File: src/rtl/ct_vfalu_pkg.sv
// Shared types and helpers for the VFALU writeback datapath.
// Source vectors are zero-padded to VFALU_MAX_SRC before being passed in.
package ct_vfalu_pkg;

  localparam int unsigned VFALU_DATA_W  = 64;
  localparam int unsigned VFALU_EREG_W  = 5;
  localparam int unsigned VFALU_MAX_SRC = 8;

  typedef struct packed {
    logic       hit;
    logic [2:0] idx;
  } prio_t;

  // Lowest set bit wins; the downward scan leaves the lowest index last.
  function automatic prio_t prio_enc(input logic [VFALU_MAX_SRC-1:0] vec);
    prio_t r;
    r = '0;
    for (int unsigned i = VFALU_MAX_SRC; i > 0; i--) begin
      if (vec[i-1]) begin
        r.hit = 1'b1;
        r.idx = 3'(i - 1);
      end
    end
    return r;
  endfunction

  function automatic logic multi_hit(input logic [VFALU_MAX_SRC-1:0] vec);
    int unsigned cnt;
    cnt = 0;
    for (int unsigned i = 0; i < VFALU_MAX_SRC; i++) begin
      cnt += 32'(vec[i]);
    end
    return cnt > 1;
  endfunction

endpackage

File: src/rtl/ct_vfalu_wb_fifo.sv
// Writeback queue: DEPTH x W entries with valid/ready on the read side.
// Head data comes straight from storage so it holds while ready is low.
module ct_vfalu_wb_fifo #(
  parameter int unsigned W     = 69,
  parameter int unsigned DEPTH = 2
) (
  input  logic         clk,
  input  logic         rst,
  input  logic         push,
  input  logic [W-1:0] wr_data,
  input  logic         ready,
  output logic         vld,
  output logic [W-1:0] rd_data,
  output logic         full,
  output logic         empty,
  output logic         drop
);

  localparam int unsigned AW = $clog2(DEPTH);
  localparam int unsigned CW = AW + 1;

  logic [W-1:0]  mem [DEPTH];
  logic [AW-1:0] wr_ptr;
  logic [AW-1:0] rd_ptr;
  logic [CW-1:0] cnt;
  logic          pop;
  logic          accept;

  assign empty   = (cnt == '0);
  assign full    = (cnt == CW'(DEPTH));
  assign vld     = ~empty;
  assign pop     = vld & ready;
  // A full queue still takes a push when the head leaves in the same cycle.
  assign accept  = push & (~full | pop);
  assign drop    = push & full & ~pop;
  assign rd_data = mem[rd_ptr];

  always_ff @(posedge clk) begin
    if (rst) begin
      wr_ptr <= '0;
      rd_ptr <= '0;
      cnt    <= '0;
    end else begin
      if (accept) wr_ptr <= wr_ptr + 1'b1;
      if (pop)    rd_ptr <= rd_ptr + 1'b1;
      cnt <= cnt + CW'(accept) - CW'(pop);
    end
  end

  always_ff @(posedge clk) begin
    if (accept) mem[wr_ptr] <= wr_data;
  end

endmodule

File: src/rtl/ct_vfalu_dp_pipex_wb.sv
// VFALU pipe writeback/forward datapath: EX1 mfvr mux, EX3 priority forward,
// registered EX4 writeback queue with backpressure and sticky error flags.
module ct_vfalu_dp_pipex_wb
  import ct_vfalu_pkg::*;
#(
  parameter int unsigned N_SRC  = 2,
  parameter int unsigned DATA_W = VFALU_DATA_W,
  parameter int unsigned EREG_W = VFALU_EREG_W,
  parameter int unsigned DEPTH  = 2
) (
  input  logic                    forever_cpuclk,
  input  logic                    cpurst,
  input  logic [N_SRC-1:0]        dp_vfalu_ex1_pipex_sel,
  input  logic [N_SRC*DATA_W-1:0] src_mfvr_data,
  output logic [DATA_W-1:0]       pipex_dp_ex1_vfalu_mfvr_data,
  input  logic [N_SRC-1:0]        src_fwd_vld,
  input  logic [N_SRC*DATA_W-1:0] src_fwd_data,
  input  logic [N_SRC-1:0]        src_ereg_vld,
  input  logic [N_SRC*EREG_W-1:0] src_ereg_data,
  output logic [DATA_W-1:0]       pipex_dp_ex3_vfalu_freg_data,
  output logic [EREG_W-1:0]       pipex_dp_ex3_vfalu_ereg_data,
  output logic                    pipex_dp_ex3_stall,
  output logic                    pipex_wb_vld,
  output logic [DATA_W-1:0]       pipex_wb_data,
  output logic [EREG_W-1:0]       pipex_wb_ereg,
  input  logic                    rf_pipex_wb_ready,
  output logic                    pipex_multi_hit_err,
  output logic                    pipex_overflow_err
);

  logic [VFALU_MAX_SRC-1:0] fwd_vld_pad;
  prio_t                    win;
  logic                     drop;
  logic                     empty;

  always_comb begin
    pipex_dp_ex1_vfalu_mfvr_data = '0;
    for (int unsigned i = 0; i < N_SRC; i++) begin
      pipex_dp_ex1_vfalu_mfvr_data |= src_mfvr_data[i*DATA_W +: DATA_W]
                                      & {DATA_W{dp_vfalu_ex1_pipex_sel[i]}};
    end
  end

  assign fwd_vld_pad = VFALU_MAX_SRC'(src_fwd_vld);
  assign win         = prio_enc(fwd_vld_pad);

  always_comb begin
    pipex_dp_ex3_vfalu_freg_data = '0;
    pipex_dp_ex3_vfalu_ereg_data = '0;
    for (int unsigned i = 0; i < N_SRC; i++) begin
      if (win.hit && win.idx == 3'(i)) begin
        pipex_dp_ex3_vfalu_freg_data = src_fwd_data[i*DATA_W +: DATA_W];
        pipex_dp_ex3_vfalu_ereg_data = src_ereg_data[i*EREG_W +: EREG_W]
                                       & {EREG_W{src_ereg_vld[i]}};
      end
    end
  end

  ct_vfalu_wb_fifo #(
    .W     (DATA_W + EREG_W),
    .DEPTH (DEPTH)
  ) u_wb_fifo (
    .clk     (forever_cpuclk),
    .rst     (cpurst),
    .push    (win.hit),
    .wr_data ({pipex_dp_ex3_vfalu_freg_data, pipex_dp_ex3_vfalu_ereg_data}),
    .ready   (rf_pipex_wb_ready),
    .vld     (pipex_wb_vld),
    .rd_data ({pipex_wb_data, pipex_wb_ereg}),
    .full    (pipex_dp_ex3_stall),
    .empty   (empty),
    .drop    (drop)
  );

  always_ff @(posedge forever_cpuclk) begin
    if (cpurst) begin
      pipex_multi_hit_err <= 1'b0;
      pipex_overflow_err  <= 1'b0;
    end else begin
      pipex_multi_hit_err <= pipex_multi_hit_err | multi_hit(fwd_vld_pad);
      pipex_overflow_err  <= pipex_overflow_err | drop;
    end
  end

endmodule

File: config.mk
export PLATFORM = sky130hd
export DESIGN_NAME = ct_vfalu_dp_pipex_wb
export DESIGN_NICKNAME = d
export VERILOG_FILES = /design/src/rtl/ct_vfalu_pkg.sv /design/src/rtl/ct_vfalu_wb_fifo.sv /design/src/rtl/ct_vfalu_dp_pipex_wb.sv
export SDC_FILE = /design/constraint.sdc
export NUM_CORES = 1
export LEC_CHECK = 0
export ABC_CLOCK_PERIOD_IN_PS = 10300
export BUFFER_PORTS_ARGS = -buffer_cell sky130_fd_sc_hd__buf_2
export CAP_MARGIN = 40
export CORE_AREA = 10 10 179 181
export CTS_BUF_LIST = sky130_fd_sc_hd__clkbuf_8
export CTS_CLUSTER_SIZE = 16
export DETAILED_ROUTE_END_ITERATION = 10
export DIE_AREA = 0 0 189 191
export GPL_TIMING_DRIVEN = 0
export PLACE_DENSITY = 0.47
export SYNTH_ARGS = -nofsm -noshare
export SYNTH_HDL_FRONTEND = slang
export SYNTH_SLANG_ARGS = --single-unit
export TNS_END_PERCENT = 5
File: constraint.sdc
create_clock -name forever_cpuclk -period 10.3 [get_ports forever_cpuclk]
set_input_delay 0.515 -clock forever_cpuclk [delete_from_list [all_inputs] [get_ports forever_cpuclk]]
set_output_delay 0.515 -clock forever_cpuclk [all_outputs]
set_load 0.005 [all_outputs]
==> run metrics, run 1 <==
Inst Count DP 1295; RSZ-0062 raised after global routing false; crit share post-route 0.265; Ports 481; clock latency on the worst-skew pair 0.44 ns; R2R Path Start u_wb_fifo.cnt[0]$_SDFF_PP0_; power density over the cells 152 mW/mm2; share of cells above drive strength 1 0.643; initial antenna violation count 5; vias per cell 4.49; Final #Nets 1205; Die Y 191 um; status finished, final reports clean; Hold Path Class in -> reg; TritonCTS Buffers 17; Clock Skew 0.0141 ns; worst-margin pin slew 0.610 ns; Flop pwr share 0.477; grt total ovfl 0; site row count 62; Yosys Warn Count 0; placed cell area 0.00958 mm2; hpwl dp 25.5 mm; Total GRT Usage 0.161; Crit. End Element output pin; post-route ant nets 0; n_diodes 0; Leak Pwr 0.00456 uW; post-route cell area 0.00995 mm2; Worst Setup Start Kind flip-flop; final hold violation count 0; Mean Syn Cell Area 15.5 um2; DRT Pass-1 Iters 4; vias in the first global route 6476; Seq cells post-synth 145; first-pass GRT wire length 43.4 mm; RePlAce Congestion 0.828; r2r endpoint u_wb_fifo.mem[1][9]$_DFFE_PP_; DR WL/cell 23.0 um; Int Pwr 1070 uW; Switching Fraction 0.294; drt first-iter violations 216; IO Port Bufs 476; largest net degree at the start of global routing 60; Final setup viols 0; sequential fraction of the synthesis area 0.648; Cells on Worst Hold Path 2; Slew HR 0.589; DR vias 5964; power after layout 1520 uW; hold_sp src_fwd_data[90]; sw power 446 uW; post-layout util 0.349; post_cts resized 0; Max Fclk 0.367 GHz; top-area cell type share of the netlist area 0.627; fin cells 1327; die area 0.0361 mm2; worst setup margin 7.57 ns; Gate Count Post-Synth 426; post-synth top area cell edfxtp_1; max-capacitance violation count 0; syn_nets 701; core footprint 0.0285 mm2; Clk network pwr share 0.281; crit-path max FO 10; dpl ws 7.62 ns; Sink Count 145; Area contributors post-synth edfxtp_1 63%, a22o_1 17%, mux2_2 12%; Die Wd 189 um; CTS H-tree depth 4; WP data arrival 2.21 ns; Max VDD drop 0.0000663 V; root buffer selected by CTS clkbuf_8; hold_buf cts 0; area delta synth->final 50.6%; minimum clock period 2.73 ns; Clock Path Buffers 2; worst endpoint required time 9.79 ns; Routed WL 30.5 mm; Yosys cell types 26; clock slew seen by the registers of the worst setup and hold paths 0.10 ns; share of total power in combinational logic 0.242; initial cell density of the core 0.232; Crit Path Category reg -> out; number of remaining DRC errors 0; Mapped Area 0.00661 mm2; max-slew violations 0; CTS tree yes; FF-to-FF setup slack 7.87 ns; R2R depth 8; Hold Path End u_wb_fifo.mem[1][31]$_DFFE_PP_; Filler cells 2957; post-CTS setup buffer count 0
==> cells by family after synthesis <==
logic type,count (synthesis),share of synthesized area
mux,70,0.119
flops,145,0.648
buf+inv,42,0.0278
compound gates,143,0.184
xor+xnor,1,0.00133
simple gates,25,0.0197
==> area by class of cell <==
class                   instances  area [um2]  share of cell area
plain buffers                  39         173              0.0174
clock buffers                  17         234              0.0235
clock inverters                15         139              0.0140
inverters                       3        13.8             0.00138
multi-input cells             239        2140               0.216
flip-flops and latches        145        4280               0.431
well taps                     384         480              0.0483
repair buffers                485        2480               0.249
==> metal layers <==
layer	share of wire	wire, um	global-route usage
met3	0.098	3000	0.0703
met4	0.0086	262	0.0308
met2	0.53	16100	0.300
met5	0	0	0
met1	0.37	11200	0.163
==> through the flow <==
step,hold WS (ns),setup TNS (ns)
floorplan,0.442,0
global placement,0.433,-11.44
detailed placement,0.437,0
CTS,0.365,0
global route,0.365,0
finish,0.400,0
==> cell usage in the layout (no fill, tap or decap), drive strengths merged <==
cell type and instances:
nor3 2, xor2 1, clkinv 4, a22o 128, mux2i 1, nand2 6
and2 1, clkinvlp 2, clkbuf 31, or3 1, dfxtp 7, o21bai 1
inv 12, a21oi 4, o21ai 8, edfxtp 138, a41o 1, or3b 1
or2 1, nand3 5, nor2b 2, buf 510, nor2 4, nor3b 2
mux2 69, a2111oi 1
==> power by group through the flow <==
stage               clock network, uW  registers, uW  logic, uW
floorplan                           0            739        163
global placement                    0            745        369
detailed placement                  0            738        377
CTS                               445            724        379
global route                      472            729        403
finish                            426            724        367
==> how the worst max path moves through the flow <==
| stage | slack, ns | endpoint | cells after the start | from |
|---|---|---|---|---|
| floorplan | 4.02 | u_wb_fifo.mem[1][0]$_DFFE_PP_ | 3 | src_fwd_vld[0] |
| global placement | -0.18 | u_wb_fifo.mem[1][10]$_DFFE_PP_ | 3 | src_fwd_vld[1] |
| detailed placement | 7.62 | u_wb_fifo.mem[1][9]$_DFFE_PP_ | 9 | src_fwd_vld[1] |
| CTS | 7.43 | pipex_wb_data[38] | 5 | flip-flop |
| global route | 7.37 | pipex_wb_data[38] | 5 | flip-flop |
| finish | 7.57 | pipex_wb_data[38] | 5 | flip-flop |
==> worst max-delay path, cell delays in order, from the launching register on <==
cell      delay, ns
dfxtp_1        0.31
clkbuf_1       0.25
buf_2          0.35
buf_2          0.32
mux2_2         0.40
buf_2          0.14
==> sequential cells by signal, indices dropped and copies added (netlist names), named ones only <==
name / cells
u_wb_fifo.mem: 138
u_wb_fifo.cnt: 2
pipex_multi_hit_err: 1
pipex_overflow_err: 1
u_wb_fifo.rd_ptr: 1
u_wb_fifo.wr_ptr: 1
==> cells in the mapped netlist <==
master / count
or2_2: 1
or3_1: 1
nand2_1: 6
mux2_2: 69
nor3_1: 2
edfxtp_1: 138
a22o_1: 128
or3b_4: 1
a2111oi_2: 1
o21ai_0: 8
a41o_1: 1
nand3_1: 5
buf_1: 9
buf_6: 1
inv_1: 3
a21oi_1: 4
mux2i_1: 1
nor2_1: 4
clkbuf_1: 14
nor3b_1: 2
xor2_1: 1
and2_1: 1
nor2b_1: 2
o21bai_1: 1
buf_2: 15
dfxtp_1: 7
No activity file was read; power rests on OpenSTA's default activity.
==> run 2, diff against run 1 <==
ABC_CLOCK_PERIOD_IN_PS = 2740   (was 10300)
clock period = 2.74 ns   (was 10.3 ns; I/O delays follow)
==> run metrics, run 2 (synthesis results as in run 1) <==
area delta synth->final 52.5%; post-route cell area 0.0101 mm2 (+1.2%); vias in the first global route 6528 (+0.80%); first-pass GRT wire length 44.7 mm (+3.1%); post_cts resized 0 (unchanged); vias per cell 4.47 (-0.46%); WP data arrival 2.18 ns (-0.03 ns); final hold violation count 0 (unchanged); Total GRT Usage 0.167 (+0.00659); Die Wd 189 um (unchanged); worst-margin pin slew 0.726 ns (+0.116 ns); drt first-iter violations 186 (-14%); RSZ-0062 raised after global routing false; DR vias 5977 (+0.22%); FF-to-FF setup slack 0.80 ns (-7.07 ns); Worst Setup Start Kind flip-flop; Crit Path Category reg -> out; slowest stage cell, crit path mux2_2; top flop regs u_wb_fifo.mem x138, u_wb_fifo.cnt x2; post-route ant nets 0 (unchanged); placed cell area 0.00962 mm2 (+0.46%); core footprint 0.0285 mm2 (unchanged); clock latency on the worst-skew pair 0.44 ns (about the same); cell mode on critical path buf_2; worst setup margin 0.424 ns (-7.15 ns); r2r endpoint u_wb_fifo.mem[0][55]$_DFFE_PP_; crit share post-route 0.845; Hold Path End u_wb_fifo.mem[0][17]$_DFFE_PP_; Die Y 191 um (unchanged); dpl ws 0.757 ns (-6.86 ns); Sink Count 145 (unchanged); Leak Pwr 0.00460 uW (+0.74%); IO Port Bufs 476 (unchanged); minimum clock period 2.32 ns; DR WL/cell 23.6 um (+2.6%); Cells on Worst Hold Path 2 (unchanged); crit-path max FO 10 (unchanged); die area 0.0361 mm2 (unchanged); status finished, final reports clean; post-CTS setup buffer count 0 (unchanged); largest net degree at the start of global routing 38 (-37%); crit-path cells clkbuf_1 -> buf_2 -> buf_2 -> mux2_2 -> buf_2; DRT Pass-1 Iters 4 (unchanged); hpwl dp 26.3 mm (+3.2%); site row count 62 (unchanged); initial cell density of the core 0.232 (unchanged); Max stage delay on crit path 0.38 ns (-0.02 ns); R2R depth 4 (-4); Final #Nets 1209 (+0.33%); Routed WL 31.5 mm (+3.3%); setup TNS 0 ns (unchanged); number of flip-flops in the largest register 138 (unchanged); hold_sp src_fwd_data[76]; most frequent cells in the layout 491 x buf_2, 138 x edfxtp_1, 128 x a22o_1; clock slew seen by the registers of the worst setup and hold paths 0.10 ns (about the same); Final setup viols 0 (unchanged); Slew HR 0.511 (-0.0784); Hold Path Class in -> reg; root buffer selected by CTS clkbuf_8; max-slew violations 0 (unchanged); power after layout 5730 uW (+280%); Max VDD drop 0.000264 V (+300%); Ports 481 (unchanged); share of cells above drive strength 1 0.641 (-0.00166); commonest non-fill, non-tap cell in the layout buf_2; Biggest register u_wb_fifo.mem; number of remaining DRC errors 0 (unchanged); Clock Skew 0.0161 ns (+0.00206 ns); CTS tree yes; R2R Path Start u_wb_fifo.cnt[1]$_SDFF_PP0_; grt total ovfl 0 (unchanged); max-capacitance violation count 0 (unchanged); initial antenna violation count 14 (+9); CTS H-tree depth 4 (unchanged); worst endpoint required time 2.60 ns (-7.19 ns); TritonCTS Buffers 17 (unchanged); Crit. End Element output pin; Clock Path Buffers 2 (unchanged); Max Fclk 0.432 GHz; power density over the cells 569 mW/mm2 (+270%); RePlAce Congestion 0.881 (+6.4%)
[run 2: changes by cell type in the layout (fill, tap and decap cells not counted), sizes merged]
cell	change
clkinv	+2
diode	+5
buf	-2
inv	-2
dlygate4sd3	+6
[run 2: cell type report]
class / instances / area, um2
inverter: 3 / 13.8
antenna: 5 / 12.5
clock inverter: 15 / 146
clock buffer: 17 / 234
multi-input combinational: 239 / 2160
buffer: 39 / 173
sequential: 145 / 4290
timing repair buffer: 489 / 2560
tap: 384 / 480
fill: 2925 / 18400
[run 2: metrics by stage]
stage | hold WS (ns) | std cells | utilization
3_3_place_gp | 0.434 | 1286 | 0.334
2_1_floorplan | 0.276 | 426 | -
6_report | 0.0390 | 1336 | 0.354
3_5_place_dp | 0.437 | 1293 | 0.338
4_1_cts | 0.000778 | 1331 | 0.353
5_1_grt | 0.00852 | 1335 | 0.354
[run 2: repair_timing]
item,CTS,global route
endpoints found under the setup margin,0,0
hold endpoints to repair,6,0
hold buffers,6,0
[run 2: worst max-delay path, delay by kind of cell, from the launching register on]
family,cells,cell delay [ns]
muxes,1,0.38
DFF,1,0.31
buffers and inverters,4,1.06
[run 2: how the worst max path moves through the flow]
stage / startpoint / endpoint / slack, ns / cells past startpoint
after CTS: flip-flop / pipex_wb_data[33] / 0.30 / 5
after detailed placement: u_wb_fifo.cnt[1]$_SDFF_PP0_ / u_wb_fifo.mem[0][38]$_DFFE_PP_ / 0.76 / 4
after floorplan: u_wb_fifo.cnt[1]$_SDFF_PP0_ / u_wb_fifo.mem[1][0]$_DFFE_PP_ / 0.008 / 2
after global placement: u_wb_fifo.cnt[1]$_SDFF_PP0_ / u_wb_fifo.mem[1][12]$_DFFE_PP_ / -1.30 / 2
final: flip-flop / pipex_wb_data[33] / 0.42 / 5
after global routing: flip-flop / pipex_wb_data[33] / 0.21 / 5
[run 2: metal layers]
layer	vias to the layer above	track usage	part of all wire
met2	316	0.319	0.54
met1	2849	0.163	0.35
met4	0	0.0455	0.012
li1	2786	-	-
met5	-	0	0
met3	26	0.0667	0.089
[run 2: report_power, final]
part	total, uW	switching, uW	internal (uW)
registers	2720	45.6	2680
clock network	1610	942	671
logic	1400	700	696
total	5730	1690	4040
